$ cat src/rtl/handshake_rx.sv
// Receive side of the 4-phase req/ack link: synchronises req, captures the bundled
// command, returns ack and issues a one-cycle valid pulse per accepted command.
//
// state      | meaning
// WAIT_IDLE  | ack low; wait for a trustworthy req_s=0 before accepting anything
// IDLE       | ack low, not busy; a high req_s starts a transfer
// CAPTURE    | command just latched, valid pulse and ack visible for one cycle
// ACK_HIGH   | ack held high until req_s falls or the timeout expires
module handshake_rx #(
  parameter int DATA_W      = 8,
  parameter int SYNC_STAGES = 2,
  parameter int TIMEOUT_CYC = 1024
) (
  input  logic              clk_fpga,
  input  logic              reset,
  input  logic              i_req,
  input  logic [DATA_W-1:0] i_dados,
  output logic              o_ack,
  output logic [DATA_W-1:0] o_cmd,
  output logic              o_cmd_valid,
  output logic              o_busy,
  output logic              o_timeout
);

  localparam logic [1:0] S_WAIT_IDLE = 2'd0;
  localparam logic [1:0] S_IDLE      = 2'd1;
  localparam logic [1:0] S_CAPTURE   = 2'd2;
  localparam logic [1:0] S_ACK_HIGH  = 2'd3;

  localparam logic [15:0] CNT_LAST   = 16'(TIMEOUT_CYC - 1);
  localparam logic [15:0] CNT_SETTLE = 16'(SYNC_STAGES);

  logic [SYNC_STAGES-1:0] sync_q;
  logic                   req_s;
  logic [1:0]             state;
  logic [15:0]            count;

  always_ff @(posedge clk_fpga or negedge reset) begin
    if (!reset) begin
      sync_q <= '0;
    end else begin
      sync_q <= {sync_q[SYNC_STAGES-2:0], i_req};
    end
  end

  assign req_s  = sync_q[SYNC_STAGES-1];
  assign o_busy = (state != S_IDLE);

  // After reset the synchroniser holds cleared zeros, not real samples of i_req.
  // WAIT_IDLE lets the counter run up to SYNC_STAGES so a req held high across
  // reset release is not mistaken for a low. After a timeout the counter is
  // already past that point.
  always_ff @(posedge clk_fpga or negedge reset) begin
    if (!reset) begin
      state       <= S_WAIT_IDLE;
      o_ack       <= 1'b0;
      o_cmd       <= '0;
      o_cmd_valid <= 1'b0;
      o_timeout   <= 1'b0;
      count       <= '0;
    end else begin
      o_cmd_valid <= 1'b0;
      o_timeout   <= 1'b0;
      case (state)
        S_WAIT_IDLE: begin
          if (count < CNT_SETTLE) begin
            count <= count + 16'd1;
          end else if (!req_s) begin
            state <= S_IDLE;
          end
        end
        S_IDLE: begin
          if (req_s) begin
            state       <= S_CAPTURE;
            o_cmd       <= i_dados;
            o_cmd_valid <= 1'b1;
            o_ack       <= 1'b1;
            count       <= '0;
          end
        end
        S_CAPTURE: begin
          count <= count + 16'd1;
          state <= S_ACK_HIGH;
        end
        S_ACK_HIGH: begin
          if (!req_s) begin
            o_ack <= 1'b0;
            state <= S_IDLE;
          end else if (count == CNT_LAST) begin
            o_ack     <= 1'b0;
            o_timeout <= 1'b1;
            state     <= S_WAIT_IDLE;
          end else begin
            count <= count + 16'd1;
          end
        end
        default: begin
          o_ack <= 1'b0;
          state <= S_WAIT_IDLE;
        end
      endcase
    end
  end

endmodule
$ cat config.mk
export PLATFORM = sky130hd
export DESIGN_NAME = handshake_rx
export DESIGN_NICKNAME = d
export VERILOG_FILES = /design/src/rtl/handshake_rx.sv
export SDC_FILE = /design/constraint.sdc
export NUM_CORES = 1
export LEC_CHECK = 0
export BUFFER_PORTS_ARGS = -buffer_cell sky130_fd_sc_hd__buf_2
export CORE_MARGIN = 4
export CORE_UTILIZATION = 30
export CTS_CLUSTER_DIAMETER = 150
export CTS_CLUSTER_SIZE = 12
export DETAILED_ROUTE_END_ITERATION = 16
export GPL_TIMING_DRIVEN = 0
export PLACE_DENSITY = 0.44
export SLEW_MARGIN = 20
export SYNTH_ARGS = -nofsm -noshare
export SYNTH_HDL_FRONTEND = slang
export SYNTH_SLANG_ARGS = --single-unit
$ cat constraint.sdc
create_clock -name clk_fpga -period 2.7 [get_ports clk_fpga]
set_clock_uncertainty 0.1 [all_clocks]
set_input_delay 0.135 -clock clk_fpga [delete_from_list [all_inputs] [get_ports clk_fpga]]
set_output_delay 0.135 -clock clk_fpga [all_outputs]
set_load 0.005 [all_outputs]
==> results.tsv <==
stage	metric	value	unit
status	status	complete, no violations	
power	p_int	0.00113	W
synthesis	async_reset_ff_frac	1.00	
global_route	grt_max_degree	32	
timing	max_freq	437	MHz
global_route	grt_pass1_wl	7420	µm
clock_tree	htree_levels	2	
power	combPwrFrac	0.442	
cells_and_area	diodes	0	
floorplanning	ioPinCount	23	
hold_path	hold_path_class	flop to flop	
synthesis	seq_area_frac_synth	0.462	
floorplanning	core	5270	µm²
timing	tightest_slew	0.692	ns
clock_tree	worst_skew_pair.late_latency	0.28	ns
global_route	grt_remaining_overflow	0	
power	clkPwrFrac	0.180	
floorplanning	dieArea	6860	µm²
cells_and_area	fillers	551	
routing	wl_per_cell	14.5	µm
worst_setup_path	path_class	flop to flop	
placement	port_buffers	22	
cells_and_area	utilization	0.391	
timing	rsz0062_at_grt	no	
timing	setup_tns	0	ns
global_route	grt_use_total	0.129	
floorplanning	fp.dieW	82.8	µm
timing	period_needed	2.29	ns
clock_tree	cts_max_path_buffers	2	
clock_tree	cts_tree	yes	
floorplanning	dieHeight	82.8	µm
routing	viasPerCell	5.21	
synthesis	post_synth_inst_count	167	
worst_setup_path	endpoint_kind	flop	
clock_tree	numCtsBuffers	5	
worst_setup_path	arrival	2.34	ns
cells_and_area	final_common_cell	dfrtp_1	
power	ir_worst_vdd	0.414	mV
timing	maxSlewViolCount	0	
timing	hold_viol_final	0	
synthesis	synth_nets	183	
routing	initialDrtViolationCount	69	
routing	ant_nets	0	
worst_setup_path	critPathMaxFanout	10	
global_route	antenna_found_initial	0	
synthesis	synth.avg_cell_area	10.1	µm²
timing	period_share	0.847	
power	sw_frac_of_total	0.402	
worst_setup_path	cp.required	2.76	ns
power	p_per_area	921	nW/µm²
cells_and_area	layout_common_cells	31 x dfrtp_1, 23 x buf_2, 20 x nand2_1, 10 x dlygate4sd3_1	
synthesis	yosys_warnings	0	
routing	dr.pass1.iters	4	
clock_tree	clk_pin_slew	0.06	ns
cells_and_area	nNetsFinal	222	
synthesis	syn_area	1680	µm²
placement	gp_congestion	0.779	
flow_run	cap_viol_max_count	0	
timing	slew_headroom	0.539	
power	power.leakage	0.932	nW
synthesis	ys_seq_elements	31	
synthesis	synth-main-ff-cell	dfrtp_1	
worst_setup_path	cp-start-kind	flop	
floorplanning	core.rowCount	26	
floorplanning	start_util	0.319	
timing	setup-violations-final	0	
power	seqPwrFrac	0.378	
placement	place_hpwl	2900	µm
global_route	grt_pass1_vias	1575	
cells_and_area	layout-drive-gt1-share	0.203	
cells_and_area	area_delta_synth_final	22.6	%
synthesis	synth_edf_count	0	
routing	vias	1444	
synthesis	ys_types	43	
routing	drc	0	
routing	wl	4020	µm
power	power.switching	0.000761	W
clock_tree	cts.sinks	31	
clock_tree	cts_root_buf	clkbuf_8	
metrics by stage:
step / hold WS [ns] / power (W) / setup WS (ns) / instance area [µm²] / std cells
floorplan: -0.261 / 0.00127 / 0.722 / 1680 / 167
global placement: 0.122 / 0.00153 / 0.447 / 1880 / 259
detailed placement: 0.139 / 0.00156 / 0.420 / 1880 / 259
CTS: 0.249 / 0.00193 / 0.393 / 2060 / 277
global route: 0.258 / 0.00208 / 0.182 / 2060 / 277
finish: 0.249 / 0.00190 / 0.413 / 2060 / 277
synth_stat cells, types with 2 or more instances:
library cell	n	area, µm²
o21ai_1	9	45.0
a31oi_1	5	31.3
nor4_1	3	18.8
nor2_1	9	33.8
nand2_1	20	75.1
a221o_1	6	60.1
nor2b_1	2	12.5
and2_1	3	18.8
inv_1	7	26.3
and4_1	3	26.3
o21ai_0	2	10.0
nand4_1	4	25.0
dfrtp_1	31	776
ha_1	5	62.6
mux2_2	8	90.1
o31ai_1	2	15.0
nor3_1	7	35.0
clkbuf_1	3	11.3
a2bb2oi_1	2	17.5
a211oi_1	2	15.0
and3_1	5	31.3
nand3_1	8	40.0
path summary, 6_finish.rpt:
kind | slack (ns) | endpoint | cells past startpoint | start
min in group asynchronous | 0.34 | count[9] | 2 | reset
setup reg to reg | 0.41 | state[1] | 7 | state[1]
hold / removal | 0.25 | sync_q[1] | 0 | sync_q[0]
hold reg to reg | 0.25 | sync_q[1] | 0 | sync_q[0]
max in group asynchronous | 1.71 | sync_q[1] | 2 | reset
setup / recovery | 0.41 | state[1] | 7 | state[1]
per-layer routing:
metal | track usage | up-vias | part of all wire
met5 | 0 | - | 0
li1 | - | 706 | -
met3 | 0.0337 | 4 | 0.048
met2 | 0.205 | 31 | 0.46
met1 | 0.169 | 703 | 0.48
met4 | 0.0431 | 0 | 0.011
cell type report:
| class | instances | area, µm² | area share |
|---|---|---|---|
| flip-flops and latches | 31 | 776 | 0.377 |
| clock buffers | 7 | 76.3 | 0.0371 |
| multi-input cells | 123 | 846 | 0.411 |
| inverters | 8 | 30.0 | 0.0146 |
| plain buffers | 5 | 27.5 | 0.0134 |
| clock inverters | 1 | 5.00 | 0.00243 |
| repair buffers | 32 | 210 | 0.102 |
| well taps | 70 | 87.6 | 0.0426 |
logic make-up (layout without fill, tap and decap cells):
group,Yosys count,in the layout,share of synthesized area
AO/OA/AOI/OAI,38,38,0.168
adder cells (fa/ha/maj),5,5,0.0373
buffers and inverters,13,53,0.0343
flip-flops,31,31,0.462
multiplexers,10,10,0.0663
AND/OR/NAND/NOR,70,70,0.232
worst max-delay path, stage by stage, from the launching register on:
cell and delay (ns):
dfrtp_1 0.40, inv_1 0.11, ha_1 0.18, clkbuf_1 0.38, clkinv_1 0.39, nand3_1 0.19
nand2_1 0.10, mux2_1 0.31
timing repair:
item                                    in CTS  in global routing
endpoints found under the setup margin       0                  0
hold buffers                                10                  0
setup buffers                                0                  0
gates resized for setup                      0                  0
hold endpoints to repair                    40                  0
state kept, by name, summed over array words and instances (netlist names):
name         count
count           16
o_ack            1
o_cmd            8
o_cmd_valid      1
o_timeout        1
state            2
sync_q           2
power groups by stage:
stage	Clock [W]	Combinational, W	Sequential (W)
global placement	0	0.000815	0.000719
floorplan	0	0.000562	0.000712
CTS	0.000358	0.000850	0.000720
finish	0.000341	0.000838	0.000717
detailed placement	0	0.000836	0.000728
global route	0.000377	0.000955	0.000745
(Power assumes the default switching activity.)
